<file path="src/rtl/databus_arbiter.sv">
// Round-robin arbiter sharing one databus master port among N_REQ requesters.
// Grants are held for a whole burst; one idle cycle separates consecutive bursts.
module databus_arbiter #(
    parameter int N_REQ      = 2,
    parameter int DATA_W     = 32,
    parameter int AXI_ADDR_W = 64,
    parameter int LEN_W      = 8
) (
    input  logic                         clk,
    input  logic                         rst,
    input  logic [N_REQ-1:0]             s_valid,
    output logic [N_REQ-1:0]             s_ready,
    input  logic [N_REQ*AXI_ADDR_W-1:0]  s_addr,
    input  logic [N_REQ*DATA_W-1:0]      s_wdata,
    input  logic [N_REQ*DATA_W/8-1:0]    s_wstrb,
    input  logic [N_REQ*LEN_W-1:0]       s_len,
    output logic [N_REQ*DATA_W-1:0]      s_rdata,
    output logic [N_REQ-1:0]             s_last,
    output logic                         m_valid,
    input  logic                         m_ready,
    output logic [AXI_ADDR_W-1:0]        m_addr,
    output logic [DATA_W-1:0]            m_wdata,
    output logic [DATA_W/8-1:0]          m_wstrb,
    output logic [LEN_W-1:0]             m_len,
    input  logic [DATA_W-1:0]            m_rdata,
    input  logic                         m_last,
    output logic                         busy,
    output logic [1:0]                   grant_id,
    output logic [15:0]                  burst_cnt
);

    localparam int STRB_W = DATA_W / 8;

    typedef enum logic {IDLE, BUSY} state_t;

    state_t      state_q, state_d;
    logic [1:0]  ptr_q, ptr_d;
    logic [1:0]  grant_q, grant_d;
    logic [15:0] cnt_q, cnt_d;
    logic        found;

    always_ff @(posedge clk or negedge rst) begin
        if (!rst) begin
            state_q <= IDLE;
            ptr_q   <= '0;
            grant_q <= '0;
            cnt_q   <= '0;
        end else begin
            state_q <= state_d;
            ptr_q   <= ptr_d;
            grant_q <= grant_d;
            cnt_q   <= cnt_d;
        end
    end

    always_comb begin
        state_d = state_q;
        ptr_d   = ptr_q;
        grant_d = grant_q;
        cnt_d   = cnt_q;
        found   = 1'b0;
        case (state_q)
            IDLE: begin
                // Rotating search: indices at/above ptr first, then wrap to those below.
                for (int unsigned i = 0; i < N_REQ; i++) begin
                    if (!found && s_valid[i] && (2'(i) >= ptr_q)) begin
                        found   = 1'b1;
                        grant_d = 2'(i);
                    end
                end
                for (int unsigned i = 0; i < N_REQ; i++) begin
                    if (!found && s_valid[i] && (2'(i) < ptr_q)) begin
                        found   = 1'b1;
                        grant_d = 2'(i);
                    end
                end
                if (found) begin
                    state_d = BUSY;
                end
            end
            BUSY: begin
                if (m_valid && m_ready && m_last) begin
                    state_d = IDLE;
                    ptr_d   = (grant_q == 2'(N_REQ - 1)) ? '0 : grant_q + 2'd1;
                    cnt_d   = cnt_q + 16'd1;
                end
            end
            default: state_d = IDLE;
        endcase
    end

    always_comb begin
        m_valid = 1'b0;
        m_addr  = '0;
        m_wdata = '0;
        m_wstrb = '0;
        m_len   = '0;
        s_ready = '0;
        s_last  = '0;
        s_rdata = '0;
        for (int unsigned i = 0; i < N_REQ; i++) begin
            if ((state_q == BUSY) && (grant_q == 2'(i))) begin
                m_valid                          = s_valid[i];
                m_addr                           = s_addr[i*AXI_ADDR_W +: AXI_ADDR_W];
                m_wdata                          = s_wdata[i*DATA_W +: DATA_W];
                m_wstrb                          = s_wstrb[i*STRB_W +: STRB_W];
                m_len                            = s_len[i*LEN_W +: LEN_W];
                s_ready[i]                       = m_ready;
                s_last[i]                        = m_last;
                s_rdata[i*DATA_W +: DATA_W]      = m_rdata;
            end
        end
    end

    assign busy      = (state_q == BUSY);
    assign grant_id  = (state_q == BUSY) ? grant_q : '0;
    assign burst_cnt = cnt_q;

endmodule

</file>
<file path="config.mk">
export PLATFORM = sky130hd
export DESIGN_NAME = databus_arbiter
export DESIGN_NICKNAME = d
export VERILOG_FILES = /design/src/rtl/databus_arbiter.sv
export SDC_FILE = /design/constraint.sdc
export NUM_CORES = 1
export LEC_CHECK = 0
export BUFFER_PORTS_ARGS = -buffer_cell sky130_fd_sc_hd__clkbuf_2
export CAP_MARGIN = 20
export CORE_AREA = 5 5 170 172
export DETAILED_ROUTE_END_ITERATION = 16
export DIE_AREA = 0 0 175 177
export GPL_ROUTABILITY_DRIVEN = 0
export PLACE_DENSITY_LB_ADDON = 0.1
export SLEW_MARGIN = 0
export SYNTH_ARGS = -nofsm -noshare
export SYNTH_HDL_FRONTEND = slang
export SYNTH_SLANG_ARGS = --single-unit
</file>
<file path="constraint.sdc">
create_clock -name clk -period 1.37 [get_ports clk]
set_clock_uncertainty 0.1 [all_clocks]
set_input_delay 0.274 -clock clk [delete_from_list [all_inputs] [get_ports clk]]
set_output_delay 0.274 -clock clk [all_outputs]
set_load 0.02 [all_outputs]
</file>
### Yosys cells after proc, flatten, opt, wreduce, memory -nomap -nowiden

Index checks and enable logic that the tools add are counted.

| cells by class | value |
|---|---|
| reductions and logical operators | 18 |
| equality and inequality tests | 1 |
| add/sub/neg operators | 2 |
| bitwise operators | 1 |
| magnitude comparators | 4 |
| mux-type cells | 33 |

Operators with widths:

| operator | number |
|---|---|
| $mux W32 | 4 |
| $mux W64 | 2 |
| $add A16 B1 Y16 const B | 1 |
| $mux W1 | 16 |
| $mux W8 | 2 |
| $mux W2 | 6 |
| $logic_and A1 B1 Y1 | 11 |
| $mux W4 | 2 |
| $ge A1 B2 Y1 const A | 2 |
| $lt A1 B2 Y1 const A | 2 |
| $reduce_and A2 Y1 | 2 |
| $reduce_bool A4 Y1 | 1 |
| $logic_not A1 Y1 | 3 |
| $add A2 B1 Y2 const B | 1 |
| $eq A2 B1 Y1 const B | 1 |
| $logic_not A2 Y1 | 1 |
| $pmux W1 S2 | 1 |
| $not A1 Y1 | 1 |

| storage, ports and cells | value |
|---|---|
| output and inout port bits | 196 |
| register bits | 21 |
| logic and storage cells | 63 |

### Logic depth before layout (Yosys ltp)

| depth | value |
|---|---|
| word-level depth | 21 |
| depth in mapped cells | 4 |
| gate-level depth less buffers | 4 |

### Worst setup path after synthesis

OpenSTA, ideal clock, no wires.

| path | value |
|---|---|
| path type | flip-flop to output port |
| from | reg state_q, in the netlist busy |
| to | out m_wdata[10] |
| slack | -0.299 ns |
| arrival | 1.295 ns |
| path buffers | 2 |
| cell stages (with the launch flop) | 5 |
| cell sequence | dfrtp_1 inv_1 clkbuf_1 buf_1 nor2_1 |

| on the way | value |
|---|---|
| word-level cells in the longest chain between the ends | 3 |

RTL lines:

| item | line | source |
|---|---|---|
| start: declaration | 36 | `state_t state_q, state_d;` |
| start signal: assignment | 49 | `state_q <= state_d;` |
| $logic_and A1 B1 Y1 | 102 | `if ((state_q == BUSY) && (grant_q == 2'(i))) begin` |
| $mux W32 | 102 |  |
| $mux W32 * | 102 |  |
| end: declaration | 22 | `output logic [DATA_W-1:0] m_wdata,` |

Mark *: on every way between the ends. The rest lies on a longest branch, timed or not.

### Final worst setup path

| path | value |
|---|---|
| from | reg grant_q[0] |
| to | out m_addr[4] |

| on the way | value |
|---|---|
| word-level cells in the longest chain between the ends | 4 |

RTL lines:

| item | line | source |
|---|---|---|
| start: declaration | 38 | `logic [1:0] grant_q, grant_d;` |
| start signal: assignment | 51 | `grant_q <= grant_d;` |
| $logic_not A2 Y1 | 102 |  |
| $logic_and A1 B1 Y1 | 102 |  |
| $mux W64 | 102 |  |
| $mux W64 * | 102 |  |
| end: declaration | 21 | `output logic [AXI_ADDR_W-1:0] m_addr,` |

Marks and branches as above.

==> results.yml <==
synth:
  syn_avg_cell_area_um2: 7.44
  netlist_area_um2: 2960
  synth_fp_nets: 653
  netlist_instances: 398
  ys_seq_area_frac: 0.160
  synth_async_sr_flop_share: 1.00
  ys.flop_type: "dfrtp_1"
  synthDistinctLibCells: 29
  synth_edf_count: 0
  ys_warn_count: 0
  yosys_register_bits: 19
detailed_routing:
  antenna_left: 0
  vias: 4744
  wl_per_cell_um: 17.6
  dr.pass1.iters: 4
  drt_wl_total_um: 21800
  drc_errors: 0
  drt_iter0_markers: 112
  vias_per_cell: 3.83
clock_tree:
  clockBufferDepth: 2
  cts_sinks: 19
  clk_pin_slew_ns: 0.06
  clk_latency_ns: 0.25
  htree_levels: 1
  cts-root-buf: "clkbuf_16"
  cts_tree: "yes"
  numCtsBuffers: 3
die:
  die_area_um2: 31000
  io-pin-count: 450
  start_util: 0.108
  core_um2: 27300
  die_y_um: 177
  rows: 61
  die_width_um: 175
placement:
  placed_cells: 1209
  port_buffers: 448
  dp_hpwl_um: 18600
worst_setup_path:
  critical_path.endpoint_type: "output pin"
  crit_chain: "buf_12, buf_16, mux2i_4, nor2_4, buf_2"
  cpLargestDelayFamily: "buffers and inverters"
  cpPeakStageDelay_ns: 0.51
  cp_max_fo: 20
  r2r_slack_ns: -0.41
  critical_path_class: "reg -> out"
  cp.required_ns: 1.00
  arrival_ns: 1.56
  critPathSlowestCell: "dfrtp_4"
  critical_path_buf_inv_count: 3
  startpoint_type: "register"
timing:
  grt_setup_unrepaired: "true"
  fin_crit_sh: 1.41
  finalSetupViolCount: 197
  layout_setup_ws_ns: -0.563
  slew_viol_final: 0
  hold_viol: 0
  max_freq_mhz: 517
  post-route-min-period_ns: 1.93
  setup_tns_ns: -93.50
layout:
  drive_gt1_frac: 0.865
  nets: 1147
  multiInputGateArea_um2: 3380
  seqCellArea_um2: 485
  area_delta_synth_final_pct: 178
  final_util: 0.301
  layout.cells.non_filler: 1238
  filler_cell_count: 2950
power_and_ir_drop:
  peakVddDrop_v: 0.000523
  p_per_area_nw_per_um2: 1750
  total_power_mw: 14.4
  leakagePower_nw: 4.25
global_route:
  grt_pass1_wl_um: 30000
  grtUsageTotal: 0.123
  grt_max_degree: 39
  antenna_found_initial: 2
  grt-ovfl-total: 0
  grt_pass1_vias: 4676
outcome:
  status: "complete, but fails checks"
  violations: "setup timing"
worst_hold_path:
  hp-class: "in -> reg"
job:
  max_cap_viol_count: 0
==> state kept, by name, summed over array words and instances, names as in the netlist <==
name       cells
burst_cnt     16
busy           1
grant_q        1
ptr_q          1
==> final timing paths <==
path,from,cells after the start,to
worst max-delay path,grant_q[0]$_DFFE_PN0P_,5,m_addr[4]
worst min-delay path,s_valid[0],3,grant_q[0]$_DFFE_PN0P_
worst max register to register,grant_q[0]$_DFFE_PN0P_,7,burst_cnt[13]$_DFFE_PN0P_
worst min register to register,burst_cnt[15]$_DFFE_PN0P_,1,burst_cnt[15]$_DFFE_PN0P_
max in group asynchronous,rst,3,grant_q[0]$_DFFE_PN0P_
min in group asynchronous,rst,3,burst_cnt[15]$_DFFE_PN0P_
==> per-stage QoR <==
step	setup slack, ns	area (um2)	hold slack, ns
floorplan	-0.108	3750	-0.122
global placement	-0.370	6740	0.160
detailed placement	-0.358	6740	0.158
CTS	-0.599	7600	0.227
global route	-0.618	8230	0.253
finish	-0.563	8230	0.236
==> tightest hold or removal path, stage by stage <==
cell and delay, ns:
clkbuf_2 0.10, buf_4 0.11, a31oi_1 0.07
==> final cells by class <==
class | count | area share
repair buffers | 525 | 0.465
multi-input cells | 339 | 0.411
flip-flops and latches | 19 | 0.0590
well taps | 346 | 0.0526
clock buffers | 4 | 0.00957
inverters | 4 | 0.00243
diodes | 1 | 0.000304
==> layer usage <==
metal,vias up,track usage,part of all wire
met5,-,0,0
met4,0,0.00917,0.0033
met3,8,0.0267,0.062
met2,199,0.246,0.57
met1,2194,0.139,0.36
li1,2343,-,-
==> synthesized netlist by cell type (2+ instances only) <==
cell type	n	area share
and2_1	36	0.076
and3_1	36	0.076
and4_1	2	0.0059
buf_1	3	0.0038
buf_2	12	0.020
clkbuf_1	20	0.025
dfrtp_1	19	0.16
inv_1	4	0.0051
mux2_2	2	0.0076
mux2i_1	108	0.36
nand2_1	6	0.0076
nand3_1	3	0.0051
nand4_1	2	0.0042
nand4_2	2	0.0084
nor2_1	112	0.14
nor3_1	2	0.0034
nor3_2	4	0.014
xnor2_1	6	0.018
xor2_1	9	0.027
==> power breakdown <==
group | internal [mW] | total (mW) | switching (mW)
Combinational | 6.45 | 13.0 | 6.56
Sequential | 0.674 | 0.760 | 0.0855
Clock | 0.396 | 0.609 | 0.213
Total | 7.52 | 14.4 | 6.86
==> timing repair <==
action,CTS,global route
setup buffers,5,15
gates resized for setup,154,181
endpoints found under the hold margin,19,0
pin swaps,0,6
setup endpoints to repair,198,199
cloned,1,2
hold buffers,1,0
==> layout by cell type (no fill, tap or decap), types with 4 or more instances in the layout <==
cell | Yosys | routed
and2_2 | 0 | 29
and2_4 | 0 | 4
and3_1 | 36 | 8
and3_2 | 0 | 25
buf_12 | 0 | 19
buf_2 | 12 | 42
buf_4 | 1 | 54
buf_6 | 0 | 23
buf_8 | 0 | 6
clkbuf_16 | 0 | 5
clkbuf_2 | 0 | 319
clkbuf_4 | 0 | 4
clkbuf_8 | 0 | 52
dfrtp_1 | 19 | 13
dfrtp_2 | 0 | 5
mux2i_1 | 108 | 58
mux2i_2 | 0 | 18
mux2i_4 | 0 | 32
nand2_1 | 6 | 6
nor2_2 | 0 | 80
nor2_4 | 0 | 32
nor3_2 | 4 | 5
xnor2_1 | 6 | 6
xor2_1 | 9 | 9
==> logic make-up (layout without fill, tap and decap cells) <==
kind of cell               Yosys count  count (layout)  share of synthesized area
and+or+nand+nor                    208             208                      0.352
other                                1               2                    0.00127
muxes                              110             110                      0.372
DFF                                 19              19                      0.160
AOI/OAI and AO/OA                    4               4                    0.00844
xor gates and xnor gates            15              15                     0.0443
buffers and inverters               40             533                     0.0570
adders and majority gates            1               1                    0.00422
Power figures use the tool's default switching activity.
